File: src/rtl/simple_rtl_decoder_pkg.sv
// simple_rtl_pkg: shared types and helpers for the simple RTL transfer decoder.
`default_nettype none

package simple_rtl_pkg;

    localparam int NIB_W = 4;

    typedef enum logic [1:0] {
        HUNT   = 2'd0,
        TRACK  = 2'd1,
        LOCKED = 2'd2
    } state_t;

    // The producer derives C from the two LSBs of its counter.
    function automatic logic c_expected(input logic [NIB_W-1:0] nib);
        return nib[1] & nib[0];
    endfunction

endpackage

`default_nettype wire

File: src/rtl/simple_rtl_decoder.sv
// simple_rtl_decoder: recovers the producer's counter nibble from B/C, checks
// C and +1 continuity, tracks lock and counts errors (saturating).
`default_nettype none

module simple_rtl_decoder
    import simple_rtl_pkg::*;
#(
    parameter int LOCK_CNT   = 2,
    parameter int UNLOCK_CNT = 3,
    parameter int CNT_W      = 8
) (
    input  logic             clk,
    input  logic             rst_n,
    input  logic             in_valid,
    input  logic [3:0]       in_b,
    input  logic             in_c,
    output logic             out_valid,
    output logic [3:0]       out_nib,
    output logic             c_err,
    output logic             seq_err,
    output logic             locked,
    output logic [CNT_W-1:0] err_count
);

    localparam logic [3:0] LOCK_N   = 4'(LOCK_CNT);
    localparam logic [3:0] UNLOCK_N = 4'(UNLOCK_CNT);

    state_t           state, state_nx;
    logic [NIB_W-1:0] prev;
    logic [3:0]       good, good_nx;
    logic [3:0]       bad, bad_nx;

    logic [NIB_W-1:0] nib;
    logic [NIB_W-1:0] expected;
    logic             nib_match;
    logic             c_bad;
    logic             seq_bad;
    logic             err_hit;
    logic             cnt_sat;

    always_comb begin
        nib       = ~in_b;
        expected  = prev + 4'd1;
        nib_match = (nib == expected);
        c_bad     = (in_c != c_expected(nib));
        state_nx  = state;
        good_nx   = good;
        bad_nx    = bad;
        seq_bad   = 1'b0;

        if (in_valid) begin
            case (state)
                HUNT: begin
                    state_nx = TRACK;
                    good_nx  = 4'd0;
                end
                TRACK: begin
                    if (nib_match) begin
                        good_nx = good + 4'd1;
                        if (good + 4'd1 == LOCK_N) begin
                            state_nx = LOCKED;
                            bad_nx   = 4'd0;
                        end
                    end else begin
                        good_nx = 4'd0;
                    end
                end
                LOCKED: begin
                    if (nib_match) begin
                        bad_nx = 4'd0;
                    end else begin
                        seq_bad = 1'b1;
                        bad_nx  = bad + 4'd1;
                        if (bad + 4'd1 == UNLOCK_N) begin
                            state_nx = HUNT;
                        end
                    end
                end
                default: begin
                    state_nx = HUNT;
                end
            endcase
        end

        // A sample carrying both errors still counts once.
        err_hit = in_valid & (c_bad | seq_bad);
        cnt_sat = &err_count;
    end

    always_ff @(posedge clk or negedge rst_n) begin
        if (!rst_n) begin
            state <= HUNT;
        end else begin
            state <= state_nx;
        end
    end

    always_ff @(posedge clk or negedge rst_n) begin
        if (!rst_n) begin
            prev      <= '0;
            good      <= '0;
            bad       <= '0;
            out_valid <= 1'b0;
            out_nib   <= '0;
            c_err     <= 1'b0;
            seq_err   <= 1'b0;
            locked    <= 1'b0;
            err_count <= '0;
        end else begin
            good      <= good_nx;
            bad       <= bad_nx;
            out_valid <= in_valid;
            c_err     <= in_valid & c_bad;
            seq_err   <= seq_bad;
            locked    <= (state_nx == LOCKED);
            if (in_valid) begin
                prev    <= nib;
                out_nib <= nib;
            end
            if (err_hit && !cnt_sat) begin
                err_count <= err_count + CNT_W'(1);
            end
        end
    end

endmodule

`default_nettype wire

File: config.mk
export PLATFORM = sky130hd
export DESIGN_NAME = simple_rtl_decoder
export DESIGN_NICKNAME = d
export VERILOG_FILES = /design/src/rtl/simple_rtl_decoder_pkg.sv /design/src/rtl/simple_rtl_decoder.sv
export SDC_FILE = /design/constraint.sdc
export NUM_CORES = 1
export LEC_CHECK = 0
export ABC_AREA = 0
export CAP_MARGIN = 20
export CORE_UTILIZATION = 30
export CTS_CLUSTER_SIZE = 8
export DETAILED_ROUTE_END_ITERATION = 16
export PLACE_DENSITY = 0.63
export SLEW_MARGIN = 20
export SYNTH_ARGS = -nofsm -noshare
export SYNTH_HDL_FRONTEND = slang
export SYNTH_SLANG_ARGS = --single-unit
File: constraint.sdc
create_clock -name clk -period 1.65 [get_ports clk]
set_input_delay 0.33 -clock clk [delete_from_list [all_inputs] [get_ports clk]]
set_output_delay 0.33 -clock clk [all_outputs]
set_load 0.02 [all_outputs]
Word level (Yosys, flattened, before mapping)

Cells that the tools add are included.

Bits in registers: 26
Output and inout port bits: 16
Input bits: 8

$add $sub $neg: 4
Reduce and logical (&&, ||, !) cells: 8
Bitwise logic cells: 5
Equality and inequality tests: 9
Mux-type cells: 15

Operators by type and width:

| kind                                                                  | count |
|---|---|
| 4-bit 2-to-1 mux                                                      | 4 |
| 4-bit one-hot mux with 2 select lines                                 | 2 |
| 4-bit by 1-bit adder with 4-bit output, second input constant         | 3 |
| 2-bit 2-to-1 mux                                                      | 5 |
| 8-bit by 1-bit adder with 8-bit output, second input constant         | 1 |
| 4-bit by 2-bit equality test with 1-bit output, second input constant | 2 |
| 8-bit AND reduction                                                   | 1 |
| 2-bit one-hot mux with 3 select lines                                 | 1 |
| 2-bit equality test, second input constant                            | 2 |
| 4-bit equality test                                                   | 1 |
| 2-bit inequality test, second input constant                          | 2 |
| 4-bit NOT                                                             | 1 |
| 4-bit AND reduction                                                   | 1 |
| 2-bit nonzero test                                                    | 2 |
| 1-bit bitwise AND                                                     | 3 |
| 1-bit 2-to-1 mux                                                      | 3 |
| 2-bit by 1-bit equality test with 1-bit output, second input constant | 1 |
| 2-bit zero test                                                       | 1 |
| 2-bit AND reduction                                                   | 1 |
| 1-bit logical AND                                                     | 1 |
| 1-bit zero test                                                       | 1 |
| 1-bit inequality test                                                 | 1 |
| 1-bit bitwise OR                                                      | 1 |

Logic depth before layout (Yosys ltp)

Gate-level depths: netlist of run 1.

Depth in word-level cells: 8
Depth in mapped cells: 7
Mapped depth without buffers: 6

Worst setup path before layout of run 1

Ideal clock, no wire load.

Kind: register to register
From: register prev[0]
To: register err_count[1]
Data required time: 1525 ps
Library setup time: 125 ps
Cell stages (with the launch flop): 7
Buffers on the path: 0
Clock period less this slack: 1910 ps
Arrival: 1785 ps
Setup slack: -260 ps
Path through: dfrtp_1 -> ha_1 -> xnor2_1 -> nor3_2 -> a21o_4 -> a21oi_2 -> mux2_4

Word-level cells in the longest chain between the ends: 8

RTL lines:

| item                                   | RTL line                  | source |
|---|---|---|
| from (decl)                            | simple_rtl_decoder.sv:29  | `logic [NIB_W-1:0] prev;` |
| from (signal assigned)                 | simple_rtl_decoder.sv:117 | `prev <= nib;` |
| 4-bit by 1-bit adder with 4-bit output | simple_rtl_decoder.sv:43  | `expected = prev + 4'd1;` |
| 4-bit equality test                    | simple_rtl_decoder.sv:44  | `nib_match = (nib == expected);` |
| 1-bit 2-to-1 mux                       | simple_rtl_decoder.sv:69  | `if (nib_match) begin` |
| 1-bit 2-to-1 mux                       | simple_rtl_decoder.sv:52  | `case (state)` |
| 1-bit 2-to-1 mux                       | simple_rtl_decoder.sv:51  | `if (in_valid) begin` |
| 1-bit bitwise OR                       | simple_rtl_decoder.sv:86  | `err_hit = in_valid & (c_bad \| seq_bad);` |
| 1-bit bitwise AND                      | simple_rtl_decoder.sv:86  |  |
| 1-bit logical AND                      | simple_rtl_decoder.sv:120 | `if (err_hit && !cnt_sat) begin` |
| to (signal assigned)                   | simple_rtl_decoder.sv:121 | `err_count <= err_count + CNT_W'(1);` |
| to (decl)                              | simple_rtl_decoder.sv:22  | `output logic [CNT_W-1:0] err_count` |

No other way between the ends.
A chain may end at the register's enable or synchronous reset.

Final worst setup path of run 1

From: register prev[0]
To: register err_count[7]

The elaborated chain is that of the path after synthesis.

==> flow_summary.json, run 1 <==
{
  "status": "finished with violations",
  "violations": "design-rule violations, negative setup slack",
  "synth_fp_nets": 155,
  "ys_async_sr_fraction_pct": 100,
  "overflow": 0,
  "timing.final.ws_setup_ps": -170,
  "synth-edff-count": 0,
  "synthCells": 141,
  "rows": 24,
  "powerDensity_mw_per_mm2": 1010,
  "dp_hpwl_um": 2620,
  "final_nets": 211,
  "ir_drop_mv": 0.829,
  "cts_tree": "built",
  "cap_violations": 0,
  "die-height_um": 71.4,
  "area_delta_synth_final_pct": 47.4,
  "period_needed_ps": 1820,
  "clock-root-buffer": "clkbuf_8",
  "pin_count": 24,
  "rsz0062_at_grt": "true",
  "die_w_um": 71.4,
  "drt_wl_total_um": 3560,
  "hold_buffers": 0,
  "timing.fmax_mhz": 549,
  "min_path_cells": 2,
  "dieArea_mm2": 0.00509,
  "ys_seq_elements": 26,
  "hold_violations": 0,
  "seq_area_frac_synth_pct": 45.1,
  "tightest_slew_ps": 483,
  "grt_max_degree": 27,
  "ys.flop_type": "dfrtp_1",
  "cts-htree-levels": 1,
  "clk_latency_ps": 280,
  "vias": 1252,
  "cts.reportedPaths.clkPinSlew_ps": 90,
  "final_area_mm2": 0.00213,
  "finalNonFillerCells": 248,
  "clock_skew_ps": 5.79,
  "grt_usage_pct": 14.8,
  "setup-violations-final": 18,
  "slew_headroom_pct": 67.8,
  "ys_warn_count": 0,
  "final.fill_count": 408,
  "critPathLaunchType": "register",
  "drcViolationCount": 2,
  "grt_pass1_wl_um": 5880,
  "antenna_found_initial": 0,
  "final_core_util_pct": 47.6,
  "final_cell_mix": "buf_4, dfrtp_1, nand2_1",
  "synth_area_per_cell_um2": 10.2,
  "final_max_slew_viol_count": 0,
  "antenna_cells": 0,
  "ff2ff_path_depth": 7,
  "vias_per_cell": 5.05,
  "holdCritPathClass": "input port to register",
  "grt_pass1_vias": 1333,
  "routedWlPerCell_um": 14.4,
  "drtIter0Drc": 51,
  "place_area_mm2": 0.00199,
  "path_class": "register to register",
  "path_max_fanout": 5,
  "core_mm2": 0.00447,
  "required_ps": 1850,
  "clkSinkCount": 26,
  "synth.cell_area_mm2": 0.00144,
  "port_buffers": 23,
  "cp-end-kind": "register",
  "leakage_nw": 0.998,
  "clock_path_buffers": 2,
  "finalPower_mw": 2.15,
  "finalWeightedCongestion": 0.873,
  "worst_ep_arrival_time_ps": 2020,
  "numCtsBuffers": 3,
  "synthDistinctLibCells": 40,
  "period_share_pct": 110,
  "drive_gt1_share_pct": 30.1,
  "antenna_left": 0,
  "initial_utilization_pct": 32.3,
  "firstDrtPassIters": 10,
  "layout.cells.most_common": "buf_4",
  "dp.cells": 241
}
-- worst max-delay path, cell delays in order (launching register included) --
cell and delay, ps:
dfrtp_2 440, ha_4 250, xnor2_2 150, nor3_2 80, a21o_4 240, buf_12 140, a2111oi_4 280, xor2_1 170
-- sequential cells by signal (all words and copies together) (netlist names) --
name	count
err_count	8
state	2
seq_err	1
bad	4
prev	4
out_valid	1
good	4
c_err	1
locked	1
-- routing by layer --
metal  track usage [%]  part of all wire, %  routed length [um]  vias to the layer above
met5                 0                    0                   0                        -
met4              6.00                 0.84                  30                        0
met3              3.52                  4.0                 141                        4
met2              25.6                   52                1860                       26
met1              17.6                   43                1530                      605
li1                  -                    -                   -                      617
-- path summary, 6_finish.rpt --
kind	slack (ps)	end	from
setup / recovery	-170	err_count[7]	prev[0]
hold / removal	390	prev[3]	in_b[3]
setup reg to reg	-170	err_count[7]	prev[0]
min in group asynchronous	420	bad[0]	rst_n
hold reg to reg	520	bad[3]	bad[3]
max in group asynchronous	930	prev[1]	rst_n
-- power by group --
group / leakage [nW] / switching, mW / internal, mW
combinational: 0.639 / 0.391 / 0.364
clock: 0.0357 / 0.216 / 0.325
sequential: 0.324 / 0.110 / 0.741
total: 0.998 / 0.717 / 1.43
-- Yosys cell counts (3+ instances only) --
| master | number | area share (%) |
|---|---|---|
| a211oi_1 | 4 | 2.1 |
| a21oi_1 | 7 | 2.4 |
| dfrtp_1 | 26 | 45 |
| ha_1 | 6 | 5.2 |
| inv_1 | 10 | 2.6 |
| nand2_1 | 15 | 3.9 |
| nand3_1 | 8 | 2.8 |
| nor2_1 | 5 | 1.3 |
| nor3_1 | 6 | 2.1 |
| o211ai_1 | 3 | 1.6 |
| o21ai_0 | 8 | 2.8 |
| xor2_1 | 9 | 5.5 |
-- cells by family (layout without fill, tap and decap cells) --
group	count (synthesis)	count (layout)	synth area share [%]
simple gates	44	44	14.9
fa+ha+maj	6	6	5.20
buf+inv	13	68	3.47
compound gates	38	38	21.3
mux	2	2	1.82
flops	26	26	45.1
xor+xnor	12	12	8.23
-- per-stage QoR --
step                      hold slack, ps  worst slack (ps)  setup TNS (ps)
after floorplan                     34.4              -133            -547
after global placement               485              -485           -8320
after detailed placement             502              -503           -8740
after CTS                            380              -182           -1500
after global routing                 380              -275           -3590
final                                389              -170           -1520
-- cell type report --
cell class | count | area (um^2) | area share (%)
tap | 52 | 65.1 | 3.06
multi-input combinational | 102 | 808 | 38.0
clock inverter | 1 | 30.0 | 1.41
timing repair buffer | 54 | 490 | 23.0
sequential | 26 | 656 | 30.8
inverter | 10 | 37.5 | 1.76
clock buffer | 3 | 41.3 | 1.94
-- what timing repair did --
| action | in CTS | in global routing |
|---|---|---|
| gates cloned | 0 | 0 |
| setup endpoints to repair | 28 | 23 |
| pin swaps | 1 | 1 |
| resized for setup | 18 | 9 |
| buffers inserted | 2 | 1 |
Note: power is estimated with default switching activity, not from simulation.
==> run 2: changes to the inputs <==
CORE_UTILIZATION = 47   (was 30)
PLACE_DENSITY = 0.86   (was 0.63)
==> flow_summary.json, run 2 (synthesized netlist as in run 1, its figures left out) <==
{
  "status": "finished with violations",
  "violations": "design-rule violations, negative setup slack",
  "ff2ff_path_depth": 6,
  "worst_ep_arrival_time_ps": 2070,
  "area_delta_synth_final_pct": 42.7,
  "min_path_cells": 2,
  "clock-root-buffer": "clkbuf_4",
  "clock_path_buffers": 2,
  "tightest_slew_ps": 507,
  "clkPwrFrac_pct": 21.9,
  "grt_max_degree": 27,
  "top_register": "err_count",
  "critPathLaunchType": "register",
  "ff2ff_setup_slack_ps": -180,
  "final.fill_count": 189,
  "cp_cell_sequence": "ha_4 -> xnor2_4 -> nor3_4 -> a21o_4 -> a21oi_4 -> mux2_4",
  "grt_pass1_wl_um": 5840,
  "final_area_mm2": 0.00206,
  "holdPathEnd": "prev[3]",
  "drt_wl_total_um": 3500,
  "period_share_pct": 111,
  "setup-violations-final": 16,
  "numCtsBuffers": 3,
  "antenna_found_initial": 0,
  "timing.fmax_mhz": 547,
  "seq_area_um2": 656,
  "die-height_um": 57.4,
  "p_int_mw": 1.33,
  "place_area_mm2": 0.00191,
  "hp-start": "in_b[3]",
  "powerDensity_mw_per_mm2": 994,
  "finalWeightedCongestion": 0.946,
  "final_core_util_pct": 72.8,
  "vias": 1290,
  "core_mm2": 0.00283,
  "power_frac_comb_pct": 36.3,
  "dieArea_mm2": 0.00330,
  "hold_violations": 0,
  "multiInputGateArea_um2": 851,
  "cp-end-kind": "register",
  "cts-htree-levels": 1,
  "dp_slack_ps": -561,
  "dp.cells": 216,
  "dp_hpwl_um": 2500,
  "final_cell_mix": "buf_4, dfrtp_1, nand2_1",
  "antenna_cells": 0,
  "firstDrtPassIters": 10,
  "r2r_end": "err_count[1]",
  "routedWlPerCell_um": 15.6,
  "cts_tree": "built",
  "path_max_fanout": 5,
  "rows": 19,
  "ir_drop_mv": 0.774,
  "period_needed_ps": 1830,
  "clk_latency_ps": 330,
  "grt_pass1_vias": 1343,
  "pwr-share-seq_pct": 41.8,
  "largest_reg_flops": 8,
  "cp_slowest_cell": "dfrtp_2",
  "overflow": 0,
  "pin_count": 24,
  "final_max_slew_viol_count": 0,
  "final_nets": 208,
  "r2r_start": "prev[1]",
  "port_buffers": 23,
  "path_class": "register to register",
  "initial_utilization_pct": 51.0,
  "cpLargestDelayFamily": "flip-flops",
  "drive_gt1_share_pct": 30.1,
  "whs_ps": 331,
  "path_buf_inv": 0,
  "leakage_nw": 0.968,
  "grt_usage_pct": 23.0,
  "holdCritPathClass": "input port to register",
  "slew_headroom_pct": 66.1,
  "rsz0062_at_grt": "true",
  "critPathMaxStageDelay_ps": 460,
  "p_sw_share_pct": 35.0,
  "drcViolationCount": 1,
  "antenna_left": 0,
  "clkSinkCount": 26,
  "layout.cells.most_common": "buf_4",
  "die_w_um": 57.4,
  "required_ps": 1890,
  "timing.final.ws_setup_ps": -180,
  "cts.reportedPaths.clkPinSlew_ps": 150,
  "cap_violations": 0,
  "p_switching_mw": 0.716,
  "clock_skew_ps": 7.00,
  "drtIter0Drc": 47,
  "vias_per_cell": 5.76,
  "finalNonFillerCells": 224
}
-- run 2: cell count changes in the layout (fill, tap and decap cells not counted), sizes merged --
cell / change
dlymetal6s2s: -1
dlygate4sd2: +3
a21o: +1
clkdlybuf4s50: -2
buf: -4
-- run 2: layer usage --
metal	share of wire [%]	up-vias	GRT usage (%)
li1	-	613	-
met1	40	623	26.4
met2	55	43	42.7
met3	3.2	11	2.95
met4	2.1	0	9.76
met5	0	-	0
-- run 2: layout make-up --
cell class                 instances  area share, %
multi-input combinational        103           41.3
sequential                        26           31.8
timing repair buffer              50           20.6
tap                               31           1.88
inverter                          10           1.82
clock inverter                     1           1.46
clock buffer                       3           1.09
-- run 2: what timing repair did --
item                       in CTS  in global routing
setup endpoints to repair      31                 22
setup buffers                   3                  1
cloned                          1                  0
hold buffers                    0                  0
pin swaps                      11                  5
gates resized for setup        27                 10
-- run 2: power groups by stage --
stage	registers [mW]	logic, mW	clock network, mW
2_1_floorplan	0.981	0.242	0
3_3_place_gp	0.859	0.728	0
3_5_place_dp	0.861	0.759	0
4_1_cts	0.853	0.736	0.458
5_1_grt	0.874	0.795	0.475
6_report	0.857	0.743	0.449
-- run 2: stage by stage --
stage               TNS (ps)  power [mW]
global placement       -7740        1.59
global route           -2850        2.14
floorplan               -547        1.22
finish                 -1700        2.05
detailed placement     -8610        1.62
CTS                    -1280        2.05
-- run 2: worst max path at each step --
stage	slack, ps	to	from	cells past startpoint
2_1_floorplan	-130	err_count[6]	prev[2]	5
3_3_place_gp	-490	err_count[1]	in_b[2]	6
3_5_place_dp	-560	good[1]	in_b[2]	6
4_1_cts	-160	err_count[1]	prev[1]	6
5_1_grt	-240	err_count[1]	prev[1]	6
6_report	-180	err_count[1]	prev[1]	6
==> run 3: changes to the inputs <==
CORE_UTILIZATION = 50   (was 47)
DONT_BUFFER_PORTS = 1   (was not set)
PLACE_DENSITY = 0.72   (was 0.86)
==> flow_summary.json, run 3 (synthesized netlist as in run 1, its figures left out) <==
{
  "status": "finished with violations",
  "violations": "negative setup slack",
  "port_buffers": 0,
  "clkSinkCount": 26,
  "clock_path_buffers": 2,
  "cts-htree-levels": 1,
  "cp_slowest_cell": "dfrtp_2",
  "slew_headroom_pct": 69.1,
  "firstDrtPassIters": 4,
  "p_sw_share_pct": 34.5,
  "hp-start": "in_valid",
  "p_switching_mw": 0.683,
  "clock-root-buffer": "clkbuf_4",
  "cp-end-kind": "register",
  "path_buf_inv": 0,
  "grt_usage_pct": 20.9,
  "r2r_end": "err_count[6]",
  "cts_tree": "built",
  "largest_reg_flops": 8,
  "routedWlPerCell_um": 15.4,
  "die_w_um": 55.7,
  "rows": 19,
  "final.fill_count": 209,
  "ir_drop_mv": 0.802,
  "dp.cells": 187,
  "grt_max_degree": 27,
  "antenna_cells": 0,
  "drt_wl_total_um": 3020,
  "power_frac_comb_pct": 36.6,
  "cap_violations": 0,
  "ff2ff_path_depth": 6,
  "layout.cells.most_common": "dfrtp_1",
  "timing.fmax_mhz": 552,
  "final_cell_mix": "dfrtp_1, buf_4, nand2_1",
  "r2r_start": "prev[1]",
  "finalNonFillerCells": 196,
  "leakage_nw": 0.819,
  "grt_pass1_vias": 1176,
  "critPathMaxStageDelay_ps": 460,
  "antenna_left": 0,
  "multiInputGateArea_um2": 833,
  "top_register": "err_count",
  "area_delta_synth_final_pct": 25.3,
  "clkPwrFrac_pct": 22.5,
  "min_path_cells": 0,
  "timing.final.ws_setup_ps": -162,
  "numCtsBuffers": 3,
  "critPathLaunchType": "register",
  "holdCritPathClass": "input port to register",
  "cpLargestDelayFamily": "flip-flops",
  "drive_gt1_share_pct": 30.3,
  "setup-violations-final": 19,
  "powerDensity_mw_per_mm2": 1090,
  "cts.reportedPaths.clkPinSlew_ps": 150,
  "dieArea_mm2": 0.00311,
  "period_needed_ps": 1810,
  "path_max_fanout": 8,
  "vias": 1138,
  "period_share_pct": 110,
  "path_class": "register to register",
  "tightest_slew_ps": 463,
  "antenna_found_initial": 0,
  "pwr-share-seq_pct": 40.9,
  "hold_violations": 0,
  "cp_cell_sequence": "ha_4 -> xnor2_4 -> nor3_4 -> a21o_4 -> a21boi_2 -> mux2_4",
  "final_nets": 180,
  "drcViolationCount": 0,
  "core_mm2": 0.00273,
  "tns_ps": -1750,
  "initial_utilization_pct": 52.8,
  "final_max_slew_viol_count": 0,
  "die-height_um": 55.7,
  "vias_per_cell": 5.81,
  "grt_pass1_wl_um": 5070,
  "ff2ff_setup_slack_ps": -160,
  "rsz0062_at_grt": "true",
  "clock_skew_ps": 10.9,
  "worst_ep_arrival_time_ps": 2030,
  "dp_hpwl_um": 2200,
  "clk_latency_ps": 330,
  "overflow": 0,
  "finalWeightedCongestion": 0.790,
  "seq_area_um2": 656,
  "required_ps": 1870,
  "pin_count": 24,
  "whs_ps": 23.1,
  "p_int_mw": 1.29,
  "drtIter0Drc": 38,
  "holdPathEnd": "out_valid"
}
[run 3: routing by layer]
metal	GRT usage [%]	vias up	part of all wire, %
met5	0	-	0
met4	7.14	0	0.63
met3	3.49	2	3.8
met2	38.2	24	54
met1	24.8	555	42
li1	-	557	-
[run 3: area by class of cell]
| cell class | count | area share, % |
|---|---|---|
| Inverter | 10 | 2.07 |
| Tap cell | 31 | 2.14 |
| Clock inverter | 1 | 1.66 |
| Timing Repair Buffer | 23 | 10.6 |
| Multi-Input combinational cell | 102 | 46.1 |
| Sequential cell | 26 | 36.2 |
| Clock buffer | 3 | 1.24 |
[run 3: worst max path at each step]
stage,cells after the start,end,slack [ps],start
6_report,6,err_count[6],-160,prev[1]
2_1_floorplan,5,err_count[6],-130,prev[2]
3_5_place_dp,6,err_count[6],-120,prev[0]
5_1_grt,6,err_count[7],-220,prev[0]
3_3_place_gp,5,err_count[6],-90,prev[2]
4_1_cts,6,err_count[6],-150,prev[0]
[run 3: power by group through the flow]
stage / clock, mW / sequential [mW] / combinational (mW)
6_report: 0.444 / 0.809 / 0.724
5_1_grt: 0.470 / 0.823 / 0.784
4_1_cts: 0.455 / 0.810 / 0.691
3_5_place_dp: 0 / 0.820 / 0.652
3_3_place_gp: 0 / 0.814 / 0.626
2_1_floorplan: 0 / 0.981 / 0.242
[run 3: what timing repair did]
item / 4_1_cts / 5_1_grt
buffers inserted: 2 / 1
pin swaps: 3 / 6
endpoints found under the hold margin: 26 / 0
hold buffers: 2 / 0
setup endpoints to repair: 18 / 20
gates resized for setup: 8 / 7
[run 3: worst reg2reg max path: stages (launching register included)]
cell and delay [ps]:
dfrtp_2 460, ha_4 260, xnor2_4 150, nor3_4 230, a21o_4 230, a21boi_2 80, mux2_4 310
[run 3: metrics by stage]
| stage | util, % | power (mW) | area (um^2) | setup slack [ps] |
|---|---|---|---|---|
| after floorplan | - | 1.22 | 1480 | -133 |
| after global placement | 59.9 | 1.44 | 1640 | -85.2 |
| after detailed placement | 59.9 | 1.47 | 1640 | -123 |
| after CTS | 64.3 | 1.96 | 1760 | -147 |
| after global routing | 66.2 | 2.08 | 1810 | -216 |
| final | 66.2 | 1.98 | 1810 | -162 |
